--- config.mk ---
export PLATFORM = sky130hd
export DESIGN_NAME = mdio_master
export DESIGN_NICKNAME = d
export VERILOG_FILES = /design/src/rtl/mdio_master.sv
export SDC_FILE = /design/constraint.sdc
export NUM_CORES = 1
export LEC_CHECK = 0
export ABC_CLOCK_PERIOD_IN_PS = 2920
export CORE_UTILIZATION = 49
export DETAILED_ROUTE_END_ITERATION = 6
export GPL_ROUTABILITY_DRIVEN = 0
export PLACE_DENSITY = 0.74
export SLEW_MARGIN = 10
export SYNTH_ARGS = -nofsm -noshare
export SYNTH_HDL_FRONTEND = slang
export SYNTH_SLANG_ARGS = --single-unit
--- constraint.sdc ---
create_clock -name CLK -period 2.92 [get_ports CLK]
set_input_delay 0.584 -clock CLK [delete_from_list [all_inputs] [get_ports CLK]]
set_output_delay 0.584 -clock CLK [all_outputs]
set_load 0.02 [all_outputs]
--- src/rtl/mdio_master.sv ---
// Clause 22 MDIO management master: queued read/write frames on MDC/MDIO.
// Optional automatic BMSR link polling is compiled in with `define MDIO_POLL_EN.
//
// Ports:
//   CLK, RST           system clock, asynchronous active-low reset
//   cmd_*              command request (valid/ready), write flag, PHY/reg, data
//   rsp_valid          one-cycle completion pulse
//   rsp_rdata/rsp_err  read data (held) and no-PHY flag (valid with rsp_valid)
//   busy               frame in progress
//   mdc                management clock
//   mdio_in/out/oen    pin sample, drive value, drive enable (0 = drive)
//   poll_phy, link_up, poll_busy   only with MDIO_POLL_EN
module mdio_master #(
  parameter int CLK_DIV      = 20,
  parameter int PREAMBLE_LEN = 32
`ifdef MDIO_POLL_EN
  ,
  parameter int POLL_INTERVAL = 1000000
`endif
) (
  input  logic        CLK,
  input  logic        RST,
  input  logic        cmd_valid,
  output logic        cmd_ready,
  input  logic        cmd_write,
  input  logic [4:0]  cmd_phy,
  input  logic [4:0]  cmd_reg,
  input  logic [15:0] cmd_wdata,
  output logic        rsp_valid,
  output logic [15:0] rsp_rdata,
  output logic        rsp_err,
  output logic        busy,
  output logic        mdc,
  input  logic        mdio_in,
  output logic        mdio_out,
  output logic        mdio_oen
`ifdef MDIO_POLL_EN
  ,
  input  logic [4:0]  poll_phy,
  output logic        link_up,
  output logic        poll_busy
`endif
);

  localparam int PW = (CLK_DIV > 1) ? $clog2(CLK_DIV) : 1;
  localparam logic [PW-1:0] PH_LAST = PW'(CLK_DIV - 1);
  localparam logic [5:0] LAST = 6'(PREAMBLE_LEN + 31);
  localparam logic [6:0] PRE7 = 7'(PREAMBLE_LEN);

  typedef enum logic [1:0] {
    IDLE,
    SHIFT,
    DONE
  } state_e;

  // Frame after the preamble. For reads the bits from TA on are 1 so the
  // released pin idles high.
  function automatic logic [31:0] mk_frame(
    input logic        wr,
    input logic [4:0]  phy,
    input logic [4:0]  ra,
    input logic [15:0] wd
  );
    if (wr) mk_frame = {4'b0101, phy, ra, 2'b10, wd};
    else    mk_frame = {4'b0110, phy, ra, 2'b11, 16'hFFFF};
  endfunction

  state_e        state_q, state_d;
  logic [PW-1:0] phase_q, phase_d;
  logic [5:0]    bit_q, bit_d;
  logic [31:0]   frame_q, frame_d;
  logic          write_q, write_d;

  logic          mdc_q, out_q, oen_q;
  logic          err_q, rerr_q;
  logic [15:0]   sh_q, rdata_q;

  logic          load, rise, fall, fin;
  logic          poll_cur;
  logic          pin_out, pin_oen;
  logic [6:0]    nfi7, cfi7;
  logic          ta2, dat;

`ifdef MDIO_POLL_EN
  localparam int PCW = (POLL_INTERVAL > 1) ? $clog2(POLL_INTERVAL) : 1;
  localparam logic [PCW-1:0] PC_LAST = PCW'(POLL_INTERVAL - 1);

  logic [PCW-1:0] pcnt_q;
  logic           poll_q, link_q;
  logic           poll_due, poll_go;

  assign poll_due  = (pcnt_q == PC_LAST);
  assign poll_cur  = poll_q;
  assign link_up   = link_q;
  assign poll_busy = poll_q;
`else
  assign poll_cur = 1'b0;
`endif

  always_ff @(posedge CLK or negedge RST) begin
    if (!RST) begin
      state_q <= IDLE;
      phase_q <= '0;
      bit_q   <= '0;
      frame_q <= '0;
      write_q <= 1'b0;
    end else begin
      state_q <= state_d;
      phase_q <= phase_d;
      bit_q   <= bit_d;
      frame_q <= frame_d;
      write_q <= write_d;
    end
  end

  always_comb begin
    state_d = state_q;
    phase_d = phase_q;
    bit_d   = bit_q;
    frame_d = frame_q;
    write_d = write_q;
    load    = 1'b0;
    rise    = 1'b0;
    fall    = 1'b0;
    fin     = 1'b0;
`ifdef MDIO_POLL_EN
    poll_go = 1'b0;
`endif
    unique case (state_q)
      IDLE: begin
        phase_d = '0;
        bit_d   = '0;
        if (cmd_valid) begin
          load    = 1'b1;
          write_d = cmd_write;
          frame_d = mk_frame(cmd_write, cmd_phy,
                             cmd_reg, cmd_wdata);
          state_d = SHIFT;
        end
`ifdef MDIO_POLL_EN
        else if (poll_due) begin
          load    = 1'b1;
          poll_go = 1'b1;
          write_d = 1'b0;
          frame_d = mk_frame(1'b0, poll_phy,
                             5'd1, 16'h0000);
          state_d = SHIFT;
        end
`endif
      end
      SHIFT: begin
        if (phase_q == PH_LAST) begin
          phase_d = '0;
          if (!mdc_q) begin
            rise = 1'b1;
          end else if (bit_q == LAST) begin
            fin     = 1'b1;
            state_d = DONE;
          end else begin
            fall  = 1'b1;
            bit_d = bit_q + 6'd1;
          end
        end else begin
          phase_d = phase_q + 1'b1;
        end
      end
      DONE: state_d = IDLE;
      default: state_d = IDLE;
    endcase
  end

  // Index into the post-preamble frame; bit 6 set means still in preamble.
  assign nfi7 = {1'b0, bit_d} - PRE7;
  assign cfi7 = {1'b0, bit_q} - PRE7;

  assign pin_out = nfi7[6] ? 1'b1 : frame_d[~nfi7[4:0]];
  assign pin_oen = !write_d && !nfi7[6] &&
                   (nfi7[5:0] >= 6'd14);

  assign ta2 = !cfi7[6] && (cfi7[5:0] == 6'd15);
  assign dat = !cfi7[6] && (cfi7[5:4] == 2'b01);

  always_ff @(posedge CLK or negedge RST) begin
    if (!RST) begin
      mdc_q   <= 1'b0;
      out_q   <= 1'b1;
      oen_q   <= 1'b1;
      err_q   <= 1'b0;
      rerr_q  <= 1'b0;
      sh_q    <= '0;
      rdata_q <= '0;
    end else begin
      if (load || fall) begin
        mdc_q <= 1'b0;
        out_q <= pin_out;
        oen_q <= pin_oen;
      end
      if (rise) begin
        mdc_q <= 1'b1;
        if (ta2) err_q <= mdio_in;
        if (dat) sh_q <= {sh_q[14:0], mdio_in};
      end
      if (fin) begin
        mdc_q <= 1'b0;
        out_q <= 1'b1;
        oen_q <= 1'b1;
        if (!poll_cur) begin
          rerr_q <= !write_q && err_q;
          if (!write_q) rdata_q <= sh_q;
        end
      end
    end
  end

`ifdef MDIO_POLL_EN
  // Counter only advances in IDLE; once due it waits for a free IDLE cycle.
  always_ff @(posedge CLK or negedge RST) begin
    if (!RST) begin
      pcnt_q <= '0;
      poll_q <= 1'b0;
      link_q <= 1'b0;
    end else begin
      if (poll_go) begin
        poll_q <= 1'b1;
        pcnt_q <= '0;
      end else if (state_q == IDLE && !poll_due) begin
        pcnt_q <= pcnt_q + 1'b1;
      end
      if (state_q == DONE) poll_q <= 1'b0;
      if (fin && poll_q) link_q <= !err_q && sh_q[2];
    end
  end
`endif

  assign cmd_ready = (state_q == IDLE);
  assign busy      = !cmd_ready;
  assign rsp_valid = (state_q == DONE) && !poll_cur;
  assign rsp_rdata = rdata_q;
  assign rsp_err   = rerr_q;
  assign mdc       = mdc_q;
  assign mdio_out  = out_q;
  assign mdio_oen  = oen_q;

endmodule

# Yosys cells after proc, flatten, opt, wreduce, memory -nomap -nowiden

Index checks and enable logic that the tools add are counted.

Flip-flop bits (word level): 83
Input port bits: 31
Output and inout port bits: 23

Add/sub/neg operators: 4
Magnitude comparators: 2
Equal/unequal tests: 10
Multiplexer cells: 39
Bitwise logic cells: 2
Reduce and logical (&&, ||, !) cells: 19

Operators with widths:

| operator                                                          | number |
|---|---|
| two-way mux 32 bit                                                | 2 |
| two-way mux 30 bit                                                | 1 |
| two-way mux 1 bit                                                 | 24 |
| two-way mux 6 bit                                                 | 3 |
| subtractor 6 x 6 -> 7 bit, second input constant                  | 2 |
| case mux 6 bit (2 select lines)                                   | 1 |
| case mux 5 bit (2 select lines)                                   | 1 |
| two-way mux 2 bit                                                 | 4 |
| inequality test 2 bit, second input constant                      | 4 |
| adder 6 x 1 -> 6 bit, second input constant                       | 1 |
| == test 6 x 4 -> 1 bit, second input constant                     | 1 |
| == test 6 bit, second input constant                              | 1 |
| greater-or-equal comparator 6 x 4 -> 1 bit, second input constant | 1 |
| < comparator 5 x 6 -> 1 bit, second input constant                | 1 |
| AND reduction 2 bit                                               | 3 |
| adder 5 x 1 -> 5 bit, second input constant                       | 1 |
| binary-select mux 1 bit (select 5 bit)                            | 1 |
| == test 5 bit, second input constant                              | 1 |
| logical AND 1 bit                                                 | 5 |
| zero test 1 bit                                                   | 5 |
| two-way mux 5 bit                                                 | 1 |
| NOT 5 bit                                                         | 1 |
| == test 2 x 1 -> 1 bit, second input constant                     | 2 |
| case mux 2 bit (2 select lines)                                   | 1 |
| other kinds (7)                                                   | 8 |

# Longest topological paths before layout

Gate-level depths: netlist (run 1).

Depth after elaboration: 12
Depth in mapped cells: 11
Depth with buffers taken out: 10

# Worst setup path after synthesis (run 1)

Ideal clock, no wire load.

Path kind: flip-flop to flip-flop
From: register bit_q[0]
To: register out_q (netlist: mdio_out)
Setup time: 86 ps
Arrival time: 2682 ps
Setup slack: 151 ps
Stages on the path, launching flop included: 11
Path through: dfrtp_1 > ha_1 > and4_1 > a211o_4 > nor3_4 > nor2_2 > inv_2 > mux2_2 > mux4_2 > o22ai_2 > nor2_1

Longest elaborated chain between the ends: 12
Elaborated cells between the ends (all ways): 23
Classes of those cells: add/sub: 2; eq/ne: 1; mux: 17; bitwise: 1; reduce/logical: 2

RTL lines:

| what                                                  | RTL line | text |
|---|---|---|
| from (decl)                                           | 70       | `logic [5:0] bit_q, bit_d;` |
| from (signal assigned)                                | 110      | `bit_q <= bit_d;` |
| adder 6 x 1 -> 6 bit or == test 6 bit (tied branches) | 161, 156 |  |
| two-way mux 6 bit                                     | 156      | `end else if (bit_q == LAST) begin` |
| two-way mux 6 bit                                     | 154      | `if (!mdc_q) begin` |
| two-way mux 6 bit                                     | 152      | `if (phase_q == PH_LAST) begin` |
| case mux 6 bit (2 select lines) *                     | 129      | `unique case (state_q)` |
| via bit_d[0]                                          | 70       |  |
| subtractor 6 x 6 -> 7 bit *                           | 173      | `assign nfi7 = {1'b0, bit_d} - PRE7;` |
| NOT 5 bit                                             | 176      | `assign pin_out = nfi7[6] ? 1'b1 : frame_d[~nfi7[4:0]];` |
| binary-select mux 1 bit (select 5 bit)                | 176      |  |
| two-way mux 1 bit (implied by the code)               | 176      |  |
| two-way mux 1 bit *                                   | 176      |  |
| two-way mux 1 bit *                                   | 193      | `if (load \|\| fall) begin` |
| two-way mux 1 bit *                                   | 203      | `if (fin) begin` |
| to (signal assigned)                                  | 195      | `out_q <= pin_out;` |
| to (decl)                                             | 74       | `logic mdc_q, out_q, oen_q;` |

The timed path passes the listed nets; every way through them passes the cells marked *. The select of a mux whose other input is x is not followed.
A chain may end at the register's enable or synchronous reset.

# Worst setup path in the final report (run 1)

From: register bit_q[1]
To: register out_q (netlist: mdio_out)

Longest elaborated chain between the ends: 12
Elaborated cells between the ends (all ways): 23
Classes of those cells: add/sub: 2; eq/ne: 1; mux: 17; bitwise: 1; reduce/logical: 2

RTL lines:

| what                                    | RTL line |
|---|---|
| == test 6 bit *                         | 156 |
| two-way mux 6 bit *                     | 156 |
| two-way mux 6 bit *                     | 154 |
| two-way mux 6 bit *                     | 152 |
| case mux 6 bit (2 select lines) *       | 129 |
| via bit_d[0]                            | 70 |
| subtractor 6 x 6 -> 7 bit *             | 173 |
| NOT 5 bit                               | 176 |
| binary-select mux 1 bit (select 5 bit)  | 176 |
| two-way mux 1 bit (implied by the code) | 176 |
| two-way mux 1 bit *                     | 176 |
| two-way mux 1 bit *                     | 193 |
| two-way mux 1 bit *                     | 203 |

Marked as above.

==> key figures, run 1 <==
Outcome
  • Outcome: finished, final reports clean

Clocking
  • Clock slew at reported path FFs: 0.09 ns
  • Post-CTS Setup Inserts: 0
  • Hold Buf Count CTS: 0
  • TritonCTS buffer count: 9
  • H-tree levels: 3
  • TritonCTS clock tree: built
  • Max Root-Sink Buffers: 2
  • Root buf cell: clkbuf_8
  • Clk sink count: 83
  • Clock latency on the worst-skew pair: 0.36 ns

Yosys
  • Netlist cell types: 55
  • Seq/Total Area, Yosys: 53.6%
  • Synth top area share: 52.3%
  • Syn Nets: 393
  • Share of flip-flops with an asynchronous set or reset: 100%
  • Top area cells in the synthesized netlist: dfrtp_1 (52%), mux2_2 (12%), nand2_1 (3.7%), a31oi_1 (2.7%), inv_1 (2.5%)
  • Synthesis warning total: 0
  • Seq cells post-synth: 83
  • Top cells by count, synth: dfrtp_1 (81), mux2_2 (42), nand2_1 (38)
  • Syn avg cell area: 10.8 sq um
  • Mapped Cells: 360
  • Most common cell in the netlist: dfrtp_1
  • Synthesized cell area: 3880 sq um
  • Post-synth top flop: dfrtp_1
  • Synth area leader: dfrtp_1
  • Number of synthesized flops with an enable pin: 0

Drt
  • Post-route ant nets: 0
  • TritonRoute pass-1 iters: 4
  • DR DRC count: 0
  • DR iter-0 viols: 155
  • WL final: 7990 um
  • Drt wl/cell: 15.1 um
  • Vias per cell: 5.46
  • Vias: 2,892

Pwr
  • P_sw: 906 uW
  • Flop pwr share: 47.9%
  • Gate power share: 24.9%
  • P_leak: 2.17 nW
  • Pint: 1.93 mW
  • Switching share of power: 31.9%
  • Max VDD drop: 269 uV
  • Part of the power in the clock network: 27.2%
  • Pwr Density: 592 nW/um^2

Critical path
  • Worst endpoint required time: 3.20 ns
  • Bufs and invs on worst path: 1
  • CP Depth: 10
  • CP peak stage delay: 0.48 ns
  • CP max stage cell: mux4_2
  • Worst-path maximum fanout: 4
  • CP Cell Sequence: ha_1 -> and4_1 -> a211o_4 -> nor3_4 -> nor2_2 -> inv_2 -> mux2_2 -> mux4_2 -> o22ai_2 -> nor2_1
  • Crit. End Element: flip-flop
  • CP delay by family, top: multiplexers
  • CP Class: reg2reg
  • Critical path launch point type: flip-flop
  • R2R setup slack: 0.14 ns
  • Worst Reg-to-Reg Cells: 10
  • Data arrival, critical path: 3.06 ns

STA
  • Crit path time final: 2.78 ns
  • Worst hold margin: 0.206 ns
  • Worst Skew: 0.00958 ns
  • Worst-Margin Slew: 0.602 ns
  • Pins Over Slew Limit: 0
  • Part of the cycle the worst path needs: 95.2%
  • RSZ-0062 raised after global routing: no
  • Relative slew slack: 59.5%
  • Fin. Hold Viols: 0
  • Setup violators final: 0
  • Setup_tns: 0 ns
  • Max Freq: 360 MHz

Layout
  • Ant diodes: 0
  • Area Growth Syn to Fin: 23.7%
  • Layout cell share with drive strength beyond 1: 22.9%
  • Nets: 456
  • Layout fillers: 653
  • Area of the multi-input gates: 1630 sq um
  • Register area: 2080 sq um

Global routing
  • GRT Overall Usage: 21.1%
  • Gr busiest metal: met2
  • Antenna violations before repair: 0
  • Largest net degree at the start of global routing: 49
  • Met1 Usage GRT: 29.8%
  • First-pass GRT wire length: 13,900 um
  • Total gr overflow: 0
  • Number of global-route vias before repair: 2,961
  • Met3 Track Usage GR: 4.61%
  • M2 GR Usage: 32.8%

Floorplanning
  • Initial core utilization: 50.4%
  • Die area: 8270 sq um
  • Die Y: 90.9 um
  • Chip Width: 90.9 um
  • Core area: 7690 sq um
  • I/O pin cnt: 54
  • Rows: 32

Hold path
  • HP Class: in2async

Placed design
  • HPWL after DPL: 5730 um
  • Port buffer count: 53

Job
  • Max-cap violations: 0
## area by class of cell
type | count | area share (%)
inverter | 29 | 2.32
multi-input combinational | 231 | 34.0
clock inverter | 7 | 1.23
timing repair buffer | 69 | 13.8
clock buffer | 9 | 2.58
sequential | 83 | 43.4
tap | 102 | 2.66
## through the flow
| step | instance area, sq um | std cells | power [mW] | setup slack (ns) | util (%) |
|---|---|---|---|---|---|
| 5_1_grt | 4790 | 530 | 3.01 | 0.0326 | 62.4 |
| 6_report | 4790 | 530 | 2.84 | 0.139 | 62.4 |
| 3_5_place_dp | 4600 | 514 | 2.08 | 0.134 | 59.8 |
| 4_1_cts | 4780 | 530 | 2.86 | 0.0817 | 62.2 |
| 2_1_floorplan | 3880 | 360 | 1.82 | 0.151 | - |
| 3_3_place_gp | 4600 | 514 | 2.06 | 0.151 | 59.8 |
## flip-flops by register name (all words and copies together), names as in the netlist, 2 cells and up
signal,flops
sh_q,16
state_q,2
bit_q,6
rsp_rdata,16
frame_q,32
phase_q,5
## cells by family (layout without fill, tap and decap cells)
group | count (synthesis) | count (layout) | synth area share, %
multiplexers | 44 | 44 | 13.2
AND/OR/NAND/NOR | 115 | 115 | 15.5
AO/OA/AOI/OAI | 70 | 70 | 12.4
flip-flops | 83 | 83 | 53.6
adder cells (fa/ha/maj) | 2 | 2 | 0.645
buffers and inverters | 46 | 114 | 4.65
## layout by cell type (no fill, tap or decap), drive strengths merged, types with 3 or more instances in the layout
cell type,count
mux2,43
nor3,6
nand2,38
nor2,24
clkdlybuf4s50,52
nor4,4
a31oi,17
or4,4
clkbuf,9
nor2b,3
or3,3
o21ai,18
or2,3
nand4,6
buf,17
and4,5
clkinvlp,3
inv,32
nand3,8
a21boi,3
a21oi,10
dfrtp,81
## worst reg2reg max path: cells and delay by family, from the launching register on
kind / cells / cell delay [ns]
compound gates: 2 / 0.49
fa+ha+maj: 1 / 0.22
buf+inv: 1 / 0.10
flops: 1 / 0.42
mux: 2 / 0.82
simple gates: 4 / 0.68
## routing by layer
layer,vias to the layer above,share of wire [%]
met5,-,0
met4,0,1.4
met3,11,4.0
met2,69,47
met1,1400,48
li1,1412,-
## power groups by stage
| stage | Sequential, mW | Combinational, mW | Clock [mW] |
|---|---|---|---|
| 6_report | 1.36 | 0.707 | 0.773 |
| 5_1_grt | 1.38 | 0.788 | 0.849 |
| 4_1_cts | 1.36 | 0.704 | 0.800 |
| 3_5_place_dp | 1.38 | 0.701 | 0 |
| 3_3_place_gp | 1.37 | 0.686 | 0 |
| 2_1_floorplan | 1.38 | 0.439 | 0 |
## what timing repair did
item,in CTS,in global routing
setup endpoints to repair,0,1
hold endpoints to repair,0,0
gates resized for setup,0,4
## final timing paths
path / end / from
worst max-delay path: mdio_out$_DFFE_PN1P_ / bit_q[1]$_DFF_PN0_
worst min-delay path: rsp_rdata[4]$_DFFE_PN0P_ / RST
worst max register to register: mdio_out$_DFFE_PN1P_ / bit_q[1]$_DFF_PN0_
worst min register to register: frame_q[17]$_DFF_PN0_ / frame_q[17]$_DFF_PN0_
max in group asynchronous: frame_q[19]$_DFF_PN0_ / RST
min in group CLK: frame_q[17]$_DFF_PN0_ / frame_q[17]$_DFF_PN0_
Power figures use the tool's default switching activity.
==> run 2, diff against run 1 <==
--- a/config.mk
+++ b/config.mk
@@ -7,6 +7,7 @@
 export LEC_CHECK = 0
 export ABC_CLOCK_PERIOD_IN_PS = 2920
 export CORE_UTILIZATION = 49
+export CTS_BUF_LIST = sky130_fd_sc_hd__clkbuf_16
 export DETAILED_ROUTE_END_ITERATION = 6
 export GPL_ROUTABILITY_DRIVEN = 0
 export PLACE_DENSITY = 0.74
==> run 2 against run 1 <==
Compared with the run above: worst setup slack worse by 0.031 ns; critical endpoint unchanged; register-to-register slack worse by 0.03 ns; clock power is 38% higher; sequential power hardly changed; combinational power hardly changed; first-iteration DRC count is 15% higher; cell count stayed put; total power is 11% higher; global-route usage is 0.81 points higher; worst hold slack better by 0.028 ns.
==> key figures, run 2 (synthesis results as in run 1) <==
Pwr
  • Pint: 2.20 mW (was 1.93 mW)
  • Flop pwr share: 43.3% (was 47.9%)
  • Tot Pwr: 3.14 mW (was 2.84 mW)
  • Switching share of power: 29.9% (was 31.9%)
  • P_leak: 2.22 nW (was 2.17 nW)
  • P_sw: 940 uW (was 906 uW)
  • Part of the power in the clock network: 34.1% (was 27.2%)
  • Pwr Density: 642 nW/um^2 (was 592 nW/um^2)
  • Gate power share: 22.6% (was 24.9%)
  • Max VDD drop: 296 uV (was 269 uV)

Critical path
  • Critical path launch point type: flip-flop (unchanged)
  • Data arrival, critical path: 3.07 ns (was 3.06 ns)
  • Reg2Reg Capture Point: mdio_out$_DFFE_PN1P_ (unchanged)
  • Crit. End Element: flip-flop (unchanged)
  • Worst-path maximum fanout: 4 (unchanged)
  • R2R setup slack: 0.11 ns (was 0.14 ns)
  • CP max stage cell: mux4_2 (unchanged)
  • CP Class: reg2reg (unchanged)
  • CP Cell Sequence: ha_1 -> and4_1 -> a211o_4 -> nor3_4 -> nor2_2 -> inv_2 -> mux2_2 -> mux4_2 -> o22ai_2 -> nor2_1 (unchanged)
  • Worst Reg-to-Reg Cells: 10 (unchanged)
  • Worst endpoint required time: 3.17 ns (was 3.20 ns)
  • CP peak stage delay: 0.48 ns (about the same)
  • Reg-to-Reg Start: bit_q[1]$_DFF_PN0_ (unchanged)

Floorplanning
  • I/O pin cnt: 54 (unchanged)
  • Rows: 32 (unchanged)
  • Die area: 8270 sq um (unchanged)
  • Core area: 7690 sq um (unchanged)
  • Die Y: 90.9 um (unchanged)
  • Initial core utilization: 50.4% (unchanged)
  • Chip Width: 90.9 um (unchanged)

Drt
  • Vias: 2,967 (was 2,892)
  • DR iter-0 viols: 178 (was 155)
  • TritonRoute pass-1 iters: 5 (was 4)
  • DR DRC count: 0 (unchanged)
  • Drt wl/cell: 15.5 um (was 15.1 um)
  • Vias per cell: 5.60 (was 5.46)
  • WL final: 8200 um (was 7990 um)
  • Post-route ant nets: 0 (unchanged)

Layout
  • Layout fillers: 627 (was 653)
  • Area Growth Syn to Fin: 26.3% (was 23.7%)
  • Number of flip-flops in the largest register: 32 (unchanged)
  • Area of the multi-input gates: 1630 sq um (unchanged)
  • Nets: 456 (unchanged)
  • Final Non-Filler Cells: 530 (unchanged)
  • Layout cell share with drive strength beyond 1: 22.9% (unchanged)
  • Ant diodes: 0 (unchanged)
  • Commonest non-fill, non-tap cells in the layout: dfrtp_1 (81), clkdlybuf4s50_1 (52), mux2_2 (42) (unchanged)
  • Register area: 2080 sq um (unchanged)
  • Most common cell after layout, fill and taps aside: dfrtp_1 (unchanged)
  • Reg with most FFs: frame_q (unchanged)

Job
  • Max-cap violations: 0 (unchanged)

STA
  • Part of the cycle the worst path needs: 96.3% (was 95.2%)
  • Crit path time final: 2.81 ns (was 2.78 ns)
  • RSZ-0062 raised after global routing: no (unchanged)
  • Setup_tns: 0 ns (unchanged)
  • Pins Over Slew Limit: 0 (unchanged)
  • Worst Skew: 0.00917 ns (was 0.00958 ns)
  • Worst-Margin Slew: 0.610 ns (was 0.602 ns)
  • Setup violators final: 0 (unchanged)
  • Relative slew slack: 59.0% (was 59.5%)
  • Max Freq: 356 MHz (was 360 MHz)
  • Fin. Hold Viols: 0 (unchanged)

Placed design
  • HPWL after DPL: 5730 um (unchanged)
  • Port buffer count: 53 (unchanged)
  • Placed insts: 514 (unchanged)

Clocking
  • Root buf cell: clkbuf_16 (was clkbuf_8)
  • TritonCTS buffer count: 9 (unchanged)
  • Hold Buf Count CTS: 0 (unchanged)
  • Clock slew at reported path FFs: 0.07 ns (was 0.09 ns)
  • Clock latency on the worst-skew pair: 0.34 ns (was 0.36 ns)
  • H-tree levels: 3 (unchanged)
  • Max Root-Sink Buffers: 2 (unchanged)
  • Clk sink count: 83 (unchanged)
  • TritonCTS clock tree: built (unchanged)

Global routing
  • Number of global-route vias before repair: 3,000 (was 2,961)
  • Total gr overflow: 0 (unchanged)
  • Largest net degree at the start of global routing: 49 (unchanged)
  • First-pass GRT wire length: 14,400 um (was 13,900 um)
  • Antenna violations before repair: 0 (unchanged)
  • GRT Overall Usage: 22.0% (was 21.1%)

Outcome
  • Outcome: finished, final reports clean (unchanged)

Hold path
  • HP Class: in2async (unchanged)
## run 2: cell count changes in the layout (fill, tap and decap cells not counted)
cell / delta
clkbuf_8: -9
clkbuf_16: +9
## run 2: timing repair
item | CTS | global route
buffers inserted | 0 | 0
endpoints found under the setup margin | 0 | 1
resized for setup | 0 | 4
## run 2: cell type report
cell class	instances	area share [%]
Inverter	29	2.28
Clock buffer	9	4.60
Sequential cell	83	42.5
Tap cell	102	2.61
Multi-Input combinational cell	231	33.3
Timing Repair Buffer	69	13.5
Clock inverter	7	1.20
## run 2: critical path: cells and delay by family, from the launching register on
kind	cells	cell delay [ns]
and+or+nand+nor	4	0.69
AOI/OAI and AO/OA	2	0.49
muxes	2	0.82
buffers and inverters	1	0.10
adders and majority gates	1	0.23
DFF	1	0.42
## run 2: how the worst max path moves through the flow
stage                           endpoint  slack, ns  cells after the start                   start
floorplan           mdio_out$_DFFE_PN1P_       0.15                     10      bit_q[0]$_DFF_PN0_
global placement    mdio_out$_DFFE_PN1P_       0.15                     11  phase_q[0]$_DFFE_PN0N_
detailed placement  mdio_out$_DFFE_PN1P_       0.13                     11  phase_q[0]$_DFFE_PN0N_
CTS                 mdio_out$_DFFE_PN1P_       0.08                     11  phase_q[0]$_DFFE_PN0N_
global route        mdio_out$_DFFE_PN1P_       0.01                     10      bit_q[1]$_DFF_PN0_
finish              mdio_out$_DFFE_PN1P_       0.11                     10      bit_q[1]$_DFF_PN0_
## run 2: stage by stage
stage / cell area, sq um / worst slack (ns) / utilization [%] / hold slack [ns]
after floorplan: 3880 / 0.151 / - / 0.288
after global placement: 4600 / 0.151 / 59.8 / 0.446
after detailed placement: 4600 / 0.134 / 59.8 / 0.440
after CTS: 4880 / 0.0811 / 63.5 / 0.247
after global routing: 4890 / 0.0109 / 63.7 / 0.267
final: 4890 / 0.108 / 63.7 / 0.234
## run 2: power groups by stage
stage	Clock [mW]	Combinational (mW)	Sequential (mW)
after floorplan	0	0.439	1.38
after global placement	0	0.686	1.37
after detailed placement	0	0.701	1.38
after CTS	1.10	0.709	1.36
after global routing	1.16	0.790	1.38
final	1.07	0.710	1.36
## run 2: layer usage
metal,vias to the layer above,part of all wire (%),global-route usage (%)
li1,1415,-,-
met1,1438,45,31.0
met2,100,48,33.8
met3,14,5.4,3.94
met4,0,1.8,8.73
met5,-,0,0
